**config.mk**
```make
export PLATFORM = sky130hd
export DESIGN_NAME = regfile_2r1w
export DESIGN_NICKNAME = d
export VERILOG_FILES = /design/src/rtl/regfile_pkg.sv /design/src/rtl/mux_nto1.sv /design/src/rtl/regfile_2r1w.sv
export SDC_FILE = /design/constraint.sdc
export NUM_CORES = 2
export LEC_CHECK = 0
export BUFFER_PORTS_ARGS = -buffer_cell sky130_fd_sc_hd__buf_2
export CAP_MARGIN = 20
export CORE_UTILIZATION = 40
export CTS_BUF_LIST = sky130_fd_sc_hd__clkbuf_4
export CTS_CLUSTER_SIZE = 24
export DETAILED_ROUTE_END_ITERATION = 16
export GPL_ROUTABILITY_DRIVEN = 1
export HOLD_SLACK_MARGIN = 0.06
export PLACE_DENSITY_LB_ADDON = 0.12
export SETUP_SLACK_MARGIN = 0.05
export SLEW_MARGIN = 20
export SYNTH_ARGS = -nofsm -noshare
export SYNTH_HDL_FRONTEND = slang
export SYNTH_SLANG_ARGS = --single-unit
```
**constraint.sdc**
```tcl
create_clock -name clk -period 11.2 [get_ports clk]
set_clock_uncertainty 0.15 [all_clocks]
set_input_delay 1.12 -clock clk [delete_from_list [all_inputs] [get_ports clk]]
set_output_delay 1.12 -clock clk [all_outputs]
set_load 0.05 [all_outputs]
```
**src/rtl/regfile_pkg.sv**
```systemverilog
// Shared constants and the write-qualification predicate for the 2-read/1-write register file.
package regfile_pkg;

   localparam int DEF_WIDTH = 32;
   localparam int DEF_NREGS = 32;
   localparam int ZERO_ADDR = 0;

   // A write only lands if enabled and not aimed at a hardwired-zero register 0.
   function automatic logic write_effective(input logic        we,
                                            input logic [31:0] waddr,
                                            input logic        zero_reg);
      return we && !(zero_reg && (waddr == 32'(ZERO_ADDR)));
   endfunction

endpackage

```
**src/rtl/mux_nto1.sv**
```systemverilog
// Generalised NREGS:1 word selector over a flattened storage bus.
module mux_nto1
   import regfile_pkg::*;
#(
   parameter int WIDTH = DEF_WIDTH,
   parameter int NREGS = DEF_NREGS,
   parameter int AW    = $clog2(NREGS)
) (
   input  logic [NREGS*WIDTH-1:0] data,
   input  logic [AW-1:0]          sel,
   output logic [WIDTH-1:0]       dout
);

   logic [WIDTH-1:0] words [NREGS];

   for (genvar gi = 0; gi < NREGS; gi++) begin : g_unpack
      assign words[gi] = data[gi*WIDTH +: WIDTH];
   end

   assign dout = words[sel];

endmodule

```
**src/rtl/regfile_2r1w.sv**
```systemverilog
// NREGS x WIDTH register file with two read ports, one write port, optional
// hardwired zero register, write-to-read bypass and registered reads.
module regfile_2r1w
   import regfile_pkg::*;
#(
   parameter int WIDTH    = DEF_WIDTH,
   parameter int NREGS    = DEF_NREGS,
   parameter int AW       = $clog2(NREGS),
   parameter int ZERO_REG = 1,
   parameter int BYPASS   = 1,
   parameter int READ_REG = 0
) (
   input  logic             clk,
   input  logic             rst_n,
   input  logic             we,
   input  logic [AW-1:0]    waddr,
   input  logic [WIDTH-1:0] wdata,
   input  logic [AW-1:0]    raddr_a,
   input  logic [AW-1:0]    raddr_b,
   output logic [WIDTH-1:0] rdata_a,
   output logic [WIDTH-1:0] rdata_b
);

   logic [WIDTH-1:0]       mem_reg [NREGS];
   logic [NREGS*WIDTH-1:0] mem_flat;
   logic                   wr_eff;
   logic [WIDTH-1:0]       mux_a, mux_b;
   logic                   hit_a, hit_b;
   logic                   zero_a, zero_b;
   logic [WIDTH-1:0]       rd_a_next, rd_b_next;

   assign wr_eff = write_effective(we, 32'(waddr), ZERO_REG != 0);

   always_ff @(posedge clk) begin
      if (!rst_n) begin
         for (int i = 0; i < NREGS; i++) mem_reg[i] <= '0;
      end else if (wr_eff) begin
         mem_reg[waddr] <= wdata;
      end
   end

   for (genvar gi = 0; gi < NREGS; gi++) begin : g_flat
      assign mem_flat[gi*WIDTH +: WIDTH] = mem_reg[gi];
   end

   mux_nto1 #(.WIDTH(WIDTH), .NREGS(NREGS), .AW(AW)) u_mux_a (
      .data (mem_flat),
      .sel  (raddr_a),
      .dout (mux_a)
   );

   mux_nto1 #(.WIDTH(WIDTH), .NREGS(NREGS), .AW(AW)) u_mux_b (
      .data (mem_flat),
      .sel  (raddr_b),
      .dout (mux_b)
   );

   // Zero is forced on the read side too, so address 0 is defined even before reset.
   assign zero_a = (ZERO_REG != 0) && (raddr_a == AW'(ZERO_ADDR));
   assign zero_b = (ZERO_REG != 0) && (raddr_b == AW'(ZERO_ADDR));
   assign hit_a  = (BYPASS != 0) && wr_eff && (waddr == raddr_a);
   assign hit_b  = (BYPASS != 0) && wr_eff && (waddr == raddr_b);

   assign rd_a_next = zero_a ? '0 : (hit_a ? wdata : mux_a);
   assign rd_b_next = zero_b ? '0 : (hit_b ? wdata : mux_b);

   if (READ_REG != 0) begin : g_rreg
      logic [WIDTH-1:0] rdata_a_reg, rdata_b_reg;

      always_ff @(posedge clk) begin
         if (!rst_n) begin
            rdata_a_reg <= '0;
            rdata_b_reg <= '0;
         end else begin
            rdata_a_reg <= rd_a_next;
            rdata_b_reg <= rd_b_next;
         end
      end

      assign rdata_a = rdata_a_reg;
      assign rdata_b = rdata_b_reg;
   end else begin : g_comb
      assign rdata_a = rd_a_next;
      assign rdata_b = rd_b_next;
   end

endmodule

```
* Word level (Yosys, flattened, before mapping)
Memory sizes are Yosys's and may differ from the RTL's.
Index checks and enable logic that the tools add are counted.
** Storage, ports and cells
- Register bits :: 0
- RAM bits :: 1024
- Bits of input ports :: 50
- Output and inout bits :: 64
- Word-level logic and storage cells :: 32
- Memories kept :: 1
** Cells by class
- Order comparisons :: 2
- Equality and inequality tests :: 2
- Muxes and demuxes :: 17
- Bitwise gates (word level) :: 2
- Reduce and logical (&&, ||, !) cells :: 8
** Memory list
- mem_reg :: words 32, bits a word 32, rd ports 32, clocked after Yosys merged registers in 0, wr ports 32, line regfile_2r1w.sv:24 : logic [WIDTH-1:0] mem_reg [NREGS];
** Operators with widths (count)
- 32-bit binary-select mux with 5-bit select :: 2
- 32-bit two-way mux :: 9
- 32-bit OR reduction :: 1
- 5-bit zero test :: 3
- 6-bit >= comparator (second input constant) :: 2
- 5-bit inverter with 6-bit output :: 2
- 5-bit equality test :: 2
- 1-bit two-way mux :: 5
- 5-bit two-way mux :: 1
- 1-bit logical AND :: 3
- 1-bit zero test :: 1

* Depth between registers and ports, before layout
- Word-level depth :: 8
- Mapped depth :: 10
- Gate-level depth less buffers :: 5

* Modules after synthesis
From an unflattened synthesis, not the netlist that was laid out.
** Unflattened totals
- Cells, all modules :: 4935
- Area, all modules :: 55987.4 um^2
** By module, submodules not included
- regfile_2r1w :: times used 1, cells an instance 2619, area each 38212.9 um^2, sequential area each 30749.5 um^2
- mux_nto1 :: times used 2, cells an instance 1158, area each 8887.3 um^2, sequential area each 0.0 um^2

* Worst setup path before layout
Ideal clock, no wire load.
- Path type :: input to register
- Start point :: input port waddr[3]
- End point :: memory mem_reg[17][0] (netlist name), enable pin
- Setup time :: 0.466 ns
- Arrival :: 4.238 ns
- Required time :: 10.584 ns
- Slack :: 6.346 ns
- Stages :: 4
- Buffers on the path :: 2
- Path through :: buf_1 > or3b_2 > clkbuf_1 > o21ai_0
** RTL lines
- start: declaration :: line regfile_2r1w.sv:16 : input logic [AW-1:0] waddr,
- end: declaration :: line regfile_2r1w.sv:24

* Worst setup path after layout
- Start point :: input port raddr_a[0]
- End point :: output port rdata_a[23]
** Between the ends
- Longest elaborated chain between the ends :: 6
- Elaborated cells between the ends (all ways) :: 9
- Those cells by class :: eq/ne: 1; mux: 5; bitwise: 1; reduce/logical: 2
** RTL lines
- start: declaration :: line regfile_2r1w.sv:18 : input logic [AW-1:0] raddr_a,
- 5-bit inverter with 6-bit output (implied by the code) :: line mux_nto1.sv:20 : assign dout = words[sel];
- 32-bit binary-select mux with 5-bit select :: line mux_nto1.sv:20
- 32-bit two-way mux (implied by the code) (2 in a row) :: line mux_nto1.sv:20
- 32-bit two-way mux :: line regfile_2r1w.sv:64 : assign rd_a_next = zero_a ? '0 : (hit_a ? wdata : mux_a);
- 32-bit two-way mux * :: line regfile_2r1w.sv:64
- end: declaration :: line regfile_2r1w.sv:20 : output logic [WIDTH-1:0] rdata_a,
Mark *: on every way between the ends. The rest lies on a longest branch, timed or not. The select of a mux whose other input is x is not followed.

==> flow_summary.ini <==
[sta]
period_share_pct = 55.8
setup_violations = 0
fin_hold_ws_ns = 0.308
timing.fmax_mhz = 160
fin_crit_ns = 6.25
final_hold_viol_count = 0
tightest_slew_ns = 1.17
rsz0062_at_grt = false
setup-tns-final_ns = 0
maxSlewViolCount = 0
slew-limit-headroom_pct = 21.4
setup_ws_ns = 4.95

[cts]
ctsResizeCount = 0
holdBufCountCts = 0
clock-sinks = 1024
cts_tree = yes
cts_setup_buffers = 0
numCtsBuffers = 306
htree_num_levels = 5
cts_root_buffer = clkbuf_4
clk_path_buf_depth = 4
path_clk_slew_ns = 0.07

[critical_path]
startpoint_type = input pin
cp.depth = 9
worst_setup_path_end_kind = output port
crit_fanout = 41
critPathBufInv = 4
crit_required_ns = 9.93
slowest_stage = buf_4
worstPathArrival_ns = 4.98
crit_top_cell = buf_4
max_stage_delay_ns = 0.78
path_cells = buf_8, buf_4, buf_4, mux4_2, a22o_1, a221o_1, a211oi_1, nor3_1, buf_2
path_delay_family = buffers and inverters
critPathLaunch = raddr_a[0]
critPathKind = in -> out

[yosys]
async_flop_share_pct = 0
yosysTopAreaCell = edfxtp_1
synthCells = 3876
synth_top_area_share_pct = 55.2
synth_mux_area_share_pct = 20.8
syn_area_um2 = 55700
postSynthAreaPerCell_um2 = 14.4
ys_ff_latch = 1024
yosys.area_share.simple_pct = 13.7
synth_compound_area_share_pct = 6.43
yosysUniqueCellTypes = 58
synth_edf_count = 1024
dominantRegCellSynth = edfxtp_1
synth.yosys.seq_area_share_pct = 55.2
synth_xor_area_share_pct = 0.157
synth_top_family_by_area = multiplexers
synth-warning-count = 0
synth_area_leaders = edfxtp_1 (55%), mux4_2 (16%), and2_1 (11%)
yosys.area_share.adder_pct = 0

[placement]
numPortBuffers = 113
place_inst = 5515
hpwl_um = 115000
place_ws_ns = 4.95
place_congestion = 0.816

[detailed_routing]
drc = 0
via_count = 37300
first_iter_violations = 4727
first_pass_iters = 6
postRouteAntennaNets = 0
wire_per_inst_um = 34.5
post_drt_via_cell_ratio = 6.19
routed_wl_um = 208000

[floorplan]
initial_utilization_pct = 40.4
floorplan.rows = 136
ioPinCount = 114
die_w_um = 375
die_area_um2 = 141000
core_area_um2 = 138000
die_h_um = 375

[grt]
grt.total_usage_pct = 29.5
grt_pass1_vias = 37500
grt_remaining_overflow = 0
grt_max_degree = 119
grt_pass1_wl_um = 287000
antenna_found_initial = 25

[outcome]
status = complete, no violations

[finish]
final_cell_count_no_fill = 6028
nets = 4079
largest_reg_flops = 1024
layout-drive-gt1-share_pct = 27.3
area_growth_pct = 11.0

[pwr]
p_leak_nw = 21.8
power_density_nw_per_um2 = 151
total_power_mw = 9.31
ir_drop_mv = 0.0977

[hold_path]
holdPathStages = 2
hold_class = in -> reg
hold_start = wdata[21]

[run]
cap_violations = 0
[through the flow]
stage               utilization (%)  cell area (µm²)
finish                         44.8            61800
detailed placement             42.2            58200
floorplan                         -            55800
global placement               42.2            58200
CTS                            44.8            61800
global route                   44.8            61800
[area by class of cell]
| cell class | instances | area (µm²) |
|---|---|---|
| clock buffer | 441 | 3310 |
| multi-input combinational | 2464 | 23700 |
| antenna | 20 | 50.0 |
| tap | 1794 | 2240 |
| timing repair buffer | 229 | 1550 |
| fill | 12400 | 76000 |
| clock inverter | 52 | 223 |
| sequential | 1024 | 30700 |
| inverter | 4 | 15.0 |
[cells by family after synthesis]
kind of cell	Yosys count
buffers and inverters	419
and+or+nand+nor	1263
DFF	1024
other	1
AOI/OAI and AO/OA	484
muxes	675
xor gates and xnor gates	10
[path summary, 6_finish.rpt]
| check | endpoint | slack, ns |
|---|---|---|
| worst max-delay path | rdata_a[23] | 4.95 |
| worst min-delay path | mem_reg[24][21] | 0.31 |
[cells in the mapped netlist, types with 4 or more instances]
cell	n
a211o_1	15
a211oi_1	55
a21oi_1	87
a221o_1	65
a221oi_1	86
a22o_1	18
a22oi_1	32
a31oi_1	7
and2_1	995
buf_1	17
buf_2	62
buf_4	25
buf_6	33
clkbuf_1	275
edfxtp_1	1024
inv_1	4
mux2i_1	290
mux4_2	385
nand2_1	11
nand2b_1	26
nand3b_1	4
nor2_1	74
nor2b_1	58
nor3_1	66
nor3b_1	9
o21ai_0	60
o21ai_1	4
o21bai_1	7
o22ai_1	32
xnor2_1	9
[per-layer routing]
metal / part of all wire (%) / vias up / track usage [%]
met5: 0.042 / - / 0
met4: 3.4 / 16 / 11.1
met3: 10 / 401 / 7.68
met2: 45 / 2183 / 44.9
met1: 41 / 19300 / 40.5
li1: - / 15400 / -
[power by group]
part | total, mW | internal [mW] | switching (mW)
registers | 4.53 | 4.43 | 0.101
clock network | 3.45 | 1.80 | 1.64
logic | 1.34 | 0.457 | 0.882
[placed cells by master, fill, tap and decap left out, types with 32 or more instances in the layout]
cell / instances
mux2i_1: 290
nor2_1: 41
edfxtp_1: 1024
mux4_2: 385
o21ai_4: 33
a22oi_1: 32
clkinv_1: 44
a21oi_1: 87
nor2b_1: 54
buf_4: 115
and2_1: 993
buf_2: 104
a221oi_1: 86
conb_1: 32
a221o_1: 65
o22ai_1: 32
clkbuf_4: 441
nor3_1: 65
nor2_4: 34
a211oi_1: 55
Power figures use the tool's default switching activity.
